### config.mk
export PLATFORM = sky130hd
export DESIGN_NAME = mem_access_flat
export DESIGN_NICKNAME = d
export VERILOG_FILES = /design/src/rtl/mem_access_if.sv /design/src/rtl/mem_access.sv /design/src/flat_wrapper.sv
export SDC_FILE = /design/constraint.sdc
export NUM_CORES = 1
export LEC_CHECK = 0
export CAP_MARGIN = 15
export CORE_UTILIZATION = 51
export CTS_BUF_LIST = sky130_fd_sc_hd__clkbuf_8
export CTS_CLUSTER_SIZE = 25
export DETAILED_ROUTE_END_ITERATION = 8
export GPL_TIMING_DRIVEN = 0
export MAX_ROUTING_LAYER = met4
export PLACE_DENSITY = 0.95
export REMOVE_ABC_BUFFERS = 1
export SKIP_LAST_GASP = 1
export SLEW_MARGIN = 10
export SYNTH_ARGS = -nofsm -noshare
export SYNTH_HDL_FRONTEND = slang
export SYNTH_SLANG_ARGS = --single-unit
### constraint.sdc
create_clock -name clk -period 7 [get_ports clk]
set_input_delay 0.7 -clock clk [delete_from_list [all_inputs] [get_ports clk]]
set_output_delay 0.7 -clock clk [all_outputs]
set_load 0.03 [all_outputs]
### src/rtl/mem_access_if.sv
// ---------------------------------------------------------------------------
// mem_access_if
//   Data-bus interface between the memory stage (master) and the data
//   memory / cache (slave).
//
//   dreq_valid    master -> slave  request valid, held until dresp_addr_ok
//   dreq_addr     master -> slave  byte address (low bits not masked)
//   dreq_size     master -> slave  0=byte, 1=half, 2=word
//   dreq_strobe   master -> slave  byte write enables, 0 for loads
//   dreq_data     master -> slave  write data already replicated to all lanes
//   dresp_addr_ok slave  -> master request accepted this cycle
//   dresp_data_ok slave  -> master response (read data / write done) valid
//   dresp_data    slave  -> master raw 32-bit read word
// ---------------------------------------------------------------------------
interface mem_access_if #(
    parameter int ADDR_W = 32,
    parameter int DATA_W = 32
);
    logic              dreq_valid;
    logic [ADDR_W-1:0] dreq_addr;
    logic [1:0]        dreq_size;
    logic [3:0]        dreq_strobe;
    logic [DATA_W-1:0] dreq_data;
    logic              dresp_addr_ok;
    logic              dresp_data_ok;
    logic [DATA_W-1:0] dresp_data;

    modport master (
        output dreq_valid, dreq_addr, dreq_size, dreq_strobe, dreq_data,
        input  dresp_addr_ok, dresp_data_ok, dresp_data
    );

    modport slave (
        input  dreq_valid, dreq_addr, dreq_size, dreq_strobe, dreq_data,
        output dresp_addr_ok, dresp_data_ok, dresp_data
    );
endinterface

### src/rtl/mem_access.sv
// ---------------------------------------------------------------------------
// mem_access
//   Pipeline memory stage sitting after execute. Captures one instruction
//   per in_valid/in_ready handshake, runs the data-bus transaction for loads
//   and stores (size, byte strobes, lane replication, load extract/extend),
//   detects misaligned accesses, and presents a registered result to
//   writeback with an out_valid/out_ready handshake.
//
//   clk, reset          rising-edge clock, asynchronous active-high reset
//   in_valid/in_ready   handshake from execute
//   mem_op              1=LB 2=LBU 3=LH 4=LHU 5=LW 6=SB 7=SH 8=SW, else none
//   alu_out             effective address or arithmetic result
//   store_data          register value written by stores
//   rd_in               destination register
//   dbus                data-bus master port (see mem_access_if)
//   out_valid/out_ready handshake to writeback
//   rd_out, wen_out     destination register and its write enable
//   result_out          writeback value
//   adel_out, ades_out  misaligned load / misaligned store flags
// ---------------------------------------------------------------------------
module mem_access #(
    parameter int ADDR_W = 32,
    parameter int DATA_W = 32
) (
    input  logic              clk,
    input  logic              reset,
    input  logic              in_valid,
    output logic              in_ready,
    input  logic [3:0]        mem_op,
    input  logic [ADDR_W-1:0] alu_out,
    input  logic [DATA_W-1:0] store_data,
    input  logic [4:0]        rd_in,
    mem_access_if.master      dbus,
    output logic              out_valid,
    input  logic              out_ready,
    output logic [4:0]        rd_out,
    output logic              wen_out,
    output logic [DATA_W-1:0] result_out,
    output logic              adel_out,
    output logic              ades_out
);

    typedef enum logic [1:0] {S_IDLE, S_REQ, S_WAIT, S_HOLD} state_t;

    localparam logic [3:0] OP_LB  = 4'd1;
    localparam logic [3:0] OP_LBU = 4'd2;
    localparam logic [3:0] OP_LH  = 4'd3;
    localparam logic [3:0] OP_LHU = 4'd4;
    localparam logic [3:0] OP_LW  = 4'd5;
    localparam logic [3:0] OP_SB  = 4'd6;
    localparam logic [3:0] OP_SH  = 4'd7;
    localparam logic [3:0] OP_SW  = 4'd8;

    localparam logic [1:0] SIZE_BYTE = 2'd0;
    localparam logic [1:0] SIZE_HALF = 2'd1;
    localparam logic [1:0] SIZE_WORD = 2'd2;

    state_t     state;
    logic [3:0] op_q;   // op of the access in flight, selects extract mode
    logic [1:0] lo_q;   // address low bits, select the load lane
    logic [4:0] rd_q;

    // Decode of the instruction currently offered by execute.
    logic              in_load;
    logic              in_store;
    logic              in_misaligned;
    logic [1:0]        in_size;
    logic [3:0]        in_strobe;
    logic [DATA_W-1:0] in_wdata;
    logic              take;

    always_comb begin
        // NOTE: every signal gets a default first so no path through the
        // case statement can leave a value unassigned and infer a latch.
        in_load   = 1'b0;
        in_store  = 1'b0;
        in_size   = SIZE_WORD;
        in_strobe = 4'b0000;
        in_wdata  = store_data;
        case (mem_op)
            OP_LB, OP_LBU: begin
                in_load = 1'b1;
                in_size = SIZE_BYTE;
            end
            OP_LH, OP_LHU: begin
                in_load = 1'b1;
                in_size = SIZE_HALF;
            end
            OP_LW: in_load = 1'b1;
            OP_SB: begin
                in_store  = 1'b1;
                in_size   = SIZE_BYTE;
                in_strobe = 4'b0001 << alu_out[1:0];
                in_wdata  = {4{store_data[7:0]}};
            end
            OP_SH: begin
                in_store  = 1'b1;
                in_size   = SIZE_HALF;
                in_strobe = alu_out[1] ? 4'b1100 : 4'b0011;
                in_wdata  = {2{store_data[15:0]}};
            end
            OP_SW: begin
                in_store  = 1'b1;
                in_strobe = 4'b1111;
            end
            default: ;
        endcase
        in_misaligned = (in_load || in_store) &&
                        ((in_size == SIZE_HALF && alu_out[0]) ||
                         (in_size == SIZE_WORD && alu_out[1:0] != 2'b00));
    end

    // Accepting while HOLD drains lets back-to-back ops run at full rate.
    assign in_ready = (state == S_IDLE) || (state == S_HOLD && out_ready);
    assign take     = in_valid && in_ready;

    // Byte/half lane selection and extension of the raw read word.
    function automatic logic [DATA_W-1:0] load_extract(
        input logic [3:0]        op,
        input logic [1:0]        lo,
        input logic [DATA_W-1:0] word
    );
        logic [7:0]  b;
        logic [15:0] h;
        b = word[{lo, 3'b000} +: 8];
        h = lo[1] ? word[31:16] : word[15:0];
        case (op)
            OP_LB:   load_extract = {{(DATA_W-8){b[7]}}, b};
            OP_LBU:  load_extract = {{(DATA_W-8){1'b0}}, b};
            OP_LH:   load_extract = {{(DATA_W-16){h[15]}}, h};
            OP_LHU:  load_extract = {{(DATA_W-16){1'b0}}, h};
            default: load_extract = word;
        endcase
    endfunction

    // Loads write back the extracted value; stores complete with nothing
    // to write.
    logic              op_q_load;
    logic [DATA_W-1:0] resp_result;
    assign op_q_load   = (op_q >= OP_LB) && (op_q <= OP_LW);
    assign resp_result = op_q_load ? load_extract(op_q, lo_q, dbus.dresp_data)
                                   : '0;

    // NOTE: all state here is sequential and uses non-blocking assignments,
    // so every register samples the pre-edge values of the others.
    always_ff @(posedge clk or posedge reset) begin
        if (reset) begin
            state            <= S_IDLE;
            op_q             <= '0;
            lo_q             <= '0;
            rd_q             <= '0;
            dbus.dreq_valid  <= 1'b0;
            dbus.dreq_addr   <= '0;
            dbus.dreq_size   <= '0;
            dbus.dreq_strobe <= '0;
            dbus.dreq_data   <= '0;
            out_valid        <= 1'b0;
            rd_out           <= '0;
            wen_out          <= 1'b0;
            result_out       <= '0;
            adel_out         <= 1'b0;
            ades_out         <= 1'b0;
        end else if (take) begin
            op_q <= mem_op;
            lo_q <= alu_out[1:0];
            rd_q <= rd_in;
            if (!in_load && !in_store) begin
                state      <= S_HOLD;
                out_valid  <= 1'b1;
                rd_out     <= rd_in;
                wen_out    <= 1'b1;
                result_out <= DATA_W'(alu_out);
                adel_out   <= 1'b0;
                ades_out   <= 1'b0;
            end else if (in_misaligned) begin
                // Faulting access: report it without touching the bus.
                state      <= S_HOLD;
                out_valid  <= 1'b1;
                rd_out     <= rd_in;
                wen_out    <= 1'b0;
                result_out <= '0;
                adel_out   <= in_load;
                ades_out   <= in_store;
            end else begin
                state            <= S_REQ;
                out_valid        <= 1'b0;
                dbus.dreq_valid  <= 1'b1;
                dbus.dreq_addr   <= alu_out;
                dbus.dreq_size   <= in_size;
                dbus.dreq_strobe <= in_strobe;
                dbus.dreq_data   <= in_wdata;
            end
        end else begin
            case (state)
                S_REQ: begin
                    // data_ok before addr_ok belongs to no request of ours.
                    if (dbus.dresp_addr_ok) begin
                        dbus.dreq_valid <= 1'b0;
                        if (dbus.dresp_data_ok) begin
                            state      <= S_HOLD;
                            out_valid  <= 1'b1;
                            rd_out     <= rd_q;
                            wen_out    <= op_q_load;
                            result_out <= resp_result;
                            adel_out   <= 1'b0;
                            ades_out   <= 1'b0;
                        end else begin
                            state <= S_WAIT;
                        end
                    end
                end
                S_WAIT: begin
                    if (dbus.dresp_data_ok) begin
                        state      <= S_HOLD;
                        out_valid  <= 1'b1;
                        rd_out     <= rd_q;
                        wen_out    <= op_q_load;
                        result_out <= resp_result;
                        adel_out   <= 1'b0;
                        ades_out   <= 1'b0;
                    end
                end
                S_HOLD: begin
                    if (out_ready) begin
                        state     <= S_IDLE;
                        out_valid <= 1'b0;
                    end
                end
                default: ;
            endcase
        end
    end

endmodule

### src/flat_wrapper.sv
// flat-port wrapper written by rule: the top's interface ports become plain ports
module mem_access_flat 
#(
    parameter int ADDR_W = 32,
    parameter int DATA_W = 32
)
  (clk, reset, in_valid, in_ready, mem_op, alu_out, store_data, rd_in, out_valid, out_ready, rd_out, wen_out, result_out, adel_out, ades_out, dbus_dreq_valid, dbus_dreq_addr, dbus_dreq_size, dbus_dreq_strobe, dbus_dreq_data, dbus_dresp_addr_ok, dbus_dresp_data_ok, dbus_dresp_data);
  mem_access_if #(.ADDR_W(ADDR_W), .DATA_W(DATA_W)) dbus_i ();
  input  logic clk;
  input  logic reset;
  input  logic in_valid;
  output logic in_ready;
  input  logic [3:0] mem_op;
  input  logic [ADDR_W-1:0] alu_out;
  input  logic [DATA_W-1:0] store_data;
  input  logic [4:0] rd_in;
  output logic out_valid;
  input  logic out_ready;
  output logic [4:0] rd_out;
  output logic wen_out;
  output logic [DATA_W-1:0] result_out;
  output logic adel_out;
  output logic ades_out;
  output wire logic [$bits(dbus_i.dreq_valid)-1:0] dbus_dreq_valid;
  output wire logic [$bits(dbus_i.dreq_addr)-1:0] dbus_dreq_addr;
  output wire logic [$bits(dbus_i.dreq_size)-1:0] dbus_dreq_size;
  output wire logic [$bits(dbus_i.dreq_strobe)-1:0] dbus_dreq_strobe;
  output wire logic [$bits(dbus_i.dreq_data)-1:0] dbus_dreq_data;
  input wire logic [$bits(dbus_i.dresp_addr_ok)-1:0] dbus_dresp_addr_ok;
  input wire logic [$bits(dbus_i.dresp_data_ok)-1:0] dbus_dresp_data_ok;
  input wire logic [$bits(dbus_i.dresp_data)-1:0] dbus_dresp_data;
  assign dbus_dreq_valid = dbus_i.dreq_valid;
  assign dbus_dreq_addr = dbus_i.dreq_addr;
  assign dbus_dreq_size = dbus_i.dreq_size;
  assign dbus_dreq_strobe = dbus_i.dreq_strobe;
  assign dbus_dreq_data = dbus_i.dreq_data;
  assign dbus_i.dresp_addr_ok = dbus_dresp_addr_ok;
  assign dbus_i.dresp_data_ok = dbus_dresp_data_ok;
  assign dbus_i.dresp_data = dbus_dresp_data;
  mem_access #(.ADDR_W(ADDR_W), .DATA_W(DATA_W)) u_core (.clk(clk), .reset(reset), .in_valid(in_valid), .in_ready(in_ready), .mem_op(mem_op), .alu_out(alu_out), .store_data(store_data), .rd_in(rd_in), .dbus(dbus_i), .out_valid(out_valid), .out_ready(out_ready), .rd_out(rd_out), .wen_out(wen_out), .result_out(result_out), .adel_out(adel_out), .ades_out(ades_out));
endmodule
## After elaboration in Yosys (flattened, before gate mapping)

Cells that the tools add are included.

- Output and inout port bits: 113
- Memory bits (writable): 0
- Bits in latches: 0
- Memories: 0
- Bits in read-only memories: 0
- Input bits: 111
- Bits in registers: 125
- Logic and storage cells: 130

- Div/mod/pow operators: 0
- Mux-type cells: 59
- Equal/unequal tests: 23
- Reduce and logical (&&, ||, !) cells: 27
- $lt $le $gt $ge: 2
- Add/sub/neg operators: 0
- Multipliers: 0
- Shifts and indexed selects: 2
- Bitwise operators: 2

Operators with widths:

| operator | number |
|---|---|
| two-way mux 32 bit | 6 |
| one-hot mux 32 bit (2 select lines) | 2 |
| one-hot mux 32 bit (4 select lines) | 1 |
| variable part select 32 x 6 -> 8 bit | 1 |
| two-way mux 1 bit | 29 |
| two-way mux 5 bit | 5 |
| == test 4 x 3 -> 1 bit (second input constant) | 5 |
| == test 4 x 2 -> 1 bit (second input constant) | 4 |
| two-way mux 16 bit | 1 |
| two-way mux 2 bit | 6 |
| inequality test 3 x 2 -> 1 bit (second input constant) | 4 |
| one-hot mux 4 bit (3 select lines) | 1 |
| one-hot mux 5 bit (2 select lines) | 1 |
| AND reduction 3 bit | 3 |
| OR reduction 3 bit | 3 |
| == test 4 x 1 -> 1 bit (second input constant) | 2 |
| AND reduction 4 bit | 2 |
| logical AND 1 bit | 7 |
| == test 2 bit (second input constant) | 3 |
| one-hot mux 1 bit (2 select lines) | 3 |
| one-hot mux 2 bit (3 select lines) | 1 |
| nonzero test 2 bit | 3 |
| OR reduction 5 bit | 1 |
| == test 2 x 1 -> 1 bit (second input constant) | 2 |
| 14 further kinds | 19 |

## Longest topological paths before layout

- Depth in word-level cells: 10
- Depth in mapped cells: 10
- Gate-level depth less buffers: 7

## Least setup slack after synthesis

No wires, ideal clock.

- Path kind: in2reg
- Start point: in out_ready
- End point: reg u_core.rd_out[0]
- Data arrival time: 2093 ps
- Slack: 4825 ps
- Stages: 7
- Cell sequence: a21o_2 a211oi_4 a31o_1 buf_6 buf_2 nor2_1 a31oi_1

- Cells in the longest elaborated chain, start to end: 5
- Elaborated cells between the ends (all ways): 8
- Classes of those cells: eq/ne: 2; mux: 1; reduce/logical: 5

RTL lines:

| what | RTL line | source |
|---|---|---|
| start: declaration | flat_wrapper.sv:18 | `input logic out_ready;` |
| logical AND 1 bit (*) | mem_access.sv:114 | `assign in_ready = (state == S_IDLE) \|\| (state == S_HOLD && out_ready);` |
| logical OR 1 bit (*) | mem_access.sv:114 |  |
| logical AND 1 bit (*) | mem_access.sv:115 | `assign take = in_valid && in_ready;` |
| inequality test 3 x 2 -> 1 bit (no source line) or nonzero test 3 bit (tied branches) | -- |  |
| AND reduction 3 bit (no source line) | -- |  |
| end signal: assignment | mem_access.sv:170 | `rd_out <= rd_in;` |
| end signal: assignment | mem_access.sv:179 | `rd_out <= rd_in;` |
| end signal: assignment | mem_access.sv:202 | `rd_out <= rd_q;` |
| end: declaration | mem_access.sv:36 | `output logic [4:0] rd_out,` |

Mark *: on every way between the ends. The rest lies on a longest branch, timed or not.
A chain may end at the register's enable or synchronous reset.

## Worst setup path after layout

- Start point: in mem_op[0]
- End point: reg u_core.result_out[14]

- Cells in the longest elaborated chain, start to end: 9
- Elaborated cells between the ends (all ways): 29
- Classes of those cells: eq/ne: 11; mux: 5; reduce/logical: 13

RTL lines:

| what | RTL line | source |
|---|---|---|
| start: declaration | flat_wrapper.sv:13 | `input logic [3:0] mem_op;` |
| == test 4 x 2 -> 1 bit, or another cell as far along | mem_access.sv:80 | `case (mem_op)` |
| OR reduction 3 bit (no source line) | -- |  |
| one-hot mux 2 bit (2 select lines) | mem_access.sv:80 |  |
| == test 2 x 1 -> 1 bit or == test 2 bit (tied branches) | mem_access.sv:109, mem_access.sv:110 |  |
| logical AND 1 bit (on tied branches) | mem_access.sv:109, mem_access.sv:110 |  |
| logical OR 1 bit | mem_access.sv:109 | `((in_size == SIZE_HALF && alu_out[0]) \|\|` |
| logical AND 1 bit | mem_access.sv:108 | `in_misaligned = (in_load \|\| in_store) &&` |
| inequality test 3 x 2 -> 1 bit (no source line) | -- |  |
| AND reduction 3 bit (no source line) | -- |  |
| end signal: assignment | mem_access.sv:172 | `result_out <= DATA_W'(alu_out);` |
| end signal: assignment | mem_access.sv:204 | `result_out <= resp_result;` |
| end signal: assignment | mem_access.sv:218 | `result_out <= resp_result;` |
| end: declaration | mem_access.sv:38 | `output logic [DATA_W-1:0] result_out,` |

Parallel ways exist; a longest one is shown, timed or not.

==> key figures <==
Route
  • Number of routed nets with antenna violations: 0
  • Initial detailed-routing violation count: 467
  • Drc violations: 0
  • WL/cell: 18.7 um
  • Vias: 6,539
  • Avg Vias per Cell: 5.81
  • Routed WL: 21,000 um
  • DRT Pass-1 Iters: 7

Clock tree
  • CTS H-Tree Depth: 4
  • Clock slew at reported path FFs: 0.07 ns
  • Clock Latency Late Sink: 0.45 ns
  • Post-CTS Setup Repair Bufs: 0
  • Cts hold-fix bufs: 0
  • CTS Buf Count: 17
  • TritonCTS clock tree: built
  • Root Buffer: clkbuf_8
  • Clock sink total: 125
  • Maximum clock path buffer count: 2
  • Post-CTS Resized: 0

Logic synthesis
  • Compound-Gate Fraction of Synth Area: 0.195
  • Post-synthesis mux area share: 0.0568
  • YS warnings: 0
  • Post-synth top cells: 204 x nand2_1, 125 x dfrtp_1, 70 x nor2_1
  • Adder-cell area share of the yosys netlist: 0.00921
  • Mapped Cells: 749
  • Count leader, synth: nand2_1
  • Simple-gate share of the synthesized area: 0.204
  • Largest cells by area after synthesis: dfrtp_1 48%, nand2_1 12%, mux2i_1 5.7%
  • Cell area after synthesis: 0.00652 sq mm
  • EDFF count, synth: 0
  • Synth cell types: 59
  • Post-synth ARST share: 1.00
  • Ys flop type: dfrtp_1
  • Seq cells post-synth: 125
  • Sequential area share after synthesis: 0.480
  • Mean cell area of the mapped netlist: 8.70 sq um
  • XOR/XNOR Fraction of Synth Area: 0.00518
  • Cell taking the most area after synthesis: dfrtp_1
  • Combinational family with the most area after synthesis: simple AND/OR/NAND/NOR gates
  • Post-synth top area share: 0.480

STA
  • Least-Margin Pin Slew: 0.973 ns
  • Final hold violations: 0
  • F_max: 301 MHz
  • Unrepaired setup endpoints after global routing: false
  • Post-Route Skew: 0.0106 ns
  • Final Cycle Share: 0.474
  • Final setup violation count: 0
  • Slew headroom: 0.351
  • Hold WS: 0.474 ns
  • Slew Viols, Final: 0
  • Min Tclk post-route: 3.32 ns

Die
  • # IOs: 224
  • Die area: 0.0132 sq mm
  • Cell row count: 40
  • Starting Density: 0.534
  • Die width: 115 um
  • Die H: 115 um
  • Core Area: 0.0122 sq mm

Finish
  • Core Util, Final: 0.758
  • Multi-input gate area: 0.00309 sq mm
  • Area grow syn2layout: 41.9%
  • Number of fill cells: 872
  • Fraction of layout cells with a size suffix above 1: 0.0627
  • Layout Nets: 1,060
  • Ant diodes: 0
  • Register Area: 0.00313 sq mm

Global route
  • Vias in the first global route: 6,424
  • Total GRT Usage: 0.335
  • Largest net degree at the start of global routing: 64
  • Number of antenna violations at the first check in global routing: 0
  • First-pass GRT wire length: 32,200 um
  • Aggregate global routing overflow: 0

Critical path
  • Top Family by Delay on Critical Path: buffers and inverters
  • Bufs and invs on worst path: 2
  • Worst Path Arrival: 3.67 ns
  • CP max stage delay: 0.80 ns
  • CP Class: in -> reg
  • CP Capture Type: flip-flop
  • Worst-path maximum fanout: 17
  • Crit path cell chain: clkdlybuf4s50_1 > buf_8 > nor3_4 > xnor2_2 > and2_1 > a2bb2oi_1 > o21ai_0
  • Startpoint types: input port
  • CP max-delay cell: clkdlybuf4s50_1
  • Req. time, crit path: 7.35 ns

Placement
  • Gpl congestion: 0.891
  • Hpwl dp: 14,600 um
  • Port bufs: 223

Power
  • VDD IR max: 0.000301 V
  • Pwr per Cell Area: 492 mW/mm^2
  • Clock power frac: 0.130
  • Comb power frac: 0.581
  • LEAKAGE: 4.11 nW
  • Internal: 2.44 mW
  • Switch Pwr: 2.12 mW
  • Sequential fraction of design power: 0.289
  • Switching Share: 0.465

Status
  • Outcome: complete, no violations

Run
  • Max cap viols: 0

Hold path
  • Hold Path Class: reg -> reg
## area by class of cell
type                    count  share of cell area
well taps                 168              0.0227
clock buffers              21              0.0312
repair buffers            232               0.260
multi-input cells         557               0.334
inverters                  12             0.00541
clock inverters            10             0.00798
flip-flops and latches    125               0.338
## layout by cell type (no fill, tap or decap), types with 13 or more instances in the layout
master,count
dfrtp_1,125
clkdlybuf4s50_1,223
nand2_1,204
a21oi_1,68
o21ai_0,39
mux2i_1,37
nor2_1,70
o221ai_1,15
nor3_1,17
o21a_1,19
inv_1,14
a31oi_1,13
clkbuf_8,21
## layer usage
| layer | routed length (um) | up-vias | share of wire | track usage |
|---|---|---|---|---|
| li1 | - | 2954 | - | - |
| met1 | 8210 | 3139 | 0.39 | 0.389 |
| met2 | 10200 | 366 | 0.49 | 0.527 |
| met3 | 1630 | 80 | 0.077 | 0.0817 |
| met4 | 962 | 0 | 0.046 | 0.197 |
| met5 | 0 | - | 0 | - |
## stage by stage
stage | setup WS [ns] | total power [mW] | setup TNS [ns] | cells | cell area [sq um]
CTS | 3.71 | 4.55 | 0 | 1125 | 9250
finish | 3.68 | 4.56 | 0 | 1125 | 9250
global placement | -0.718 | 3.79 | -26.77 | 1085 | 8680
global route | 3.52 | 4.81 | 0 | 1125 | 9250
floorplan | 2.43 | 2.84 | 0 | 694 | 6240
detailed placement | 3.30 | 3.94 | 0 | 1094 | 8890
## tightest hold or removal path, stage by stage (launching register included)
cell and delay, ns:
dfrtp_1 0.34, nand2_1 0.05, nand2_1 0.06
## cells by family (layout without fill, tap and decap cells)
kind of cell	Yosys count	count (layout)
AO/OA/AOI/OAI	194	194
XOR/XNOR	3	3
adder cells (fa/ha/maj)	5	5
buffers and inverters	67	275
flip-flops	125	125
multiplexers	37	37
AND/OR/NAND/NOR	318	318
## worst paths after layout
path | end | depth (start not counted) | from | slack [ns]
worst max-delay path | u_core.result_out[14] | 7 | mem_op[0] | 3.68
worst min-delay path | u_core.dbus.dreq_addr[15] | 2 | u_core.dbus.dreq_addr[15] | 0.47
worst max register to register | u_core.result_out[14] | 6 | u_core.state[0] | 4.12
worst min register to register | u_core.dbus.dreq_addr[15] | 2 | u_core.dbus.dreq_addr[15] | 0.47
max in group asynchronous | u_core.state[0] | 3 | reset | 5.58
min in group asynchronous | u_core.dbus.dreq_addr[20] | 2 | reset | 0.69
## power groups by stage
stage                     sequential, mW  combinational, mW  clock (mW)
after floorplan                     1.89              0.942           0
after global placement              1.30               2.49           0
after detailed placement            1.32               2.62           0
after CTS                           1.31               2.64       0.596
after global routing                1.36               2.82       0.631
final                               1.32               2.65       0.591
## sequential cells by signal, indices dropped and copies added (netlist names), 2 cells and up
register	count
u_core.dbus.dreq_addr	32
u_core.dbus.dreq_data	32
u_core.result_out	32
u_core.rd_out	5
u_core.rd_q	5
u_core.dbus.dreq_strobe	4
u_core.op_q	4
u_core.dbus.dreq_size	2
u_core.lo_q	2
u_core.state	2
Note: power is estimated with default switching activity, not from simulation.
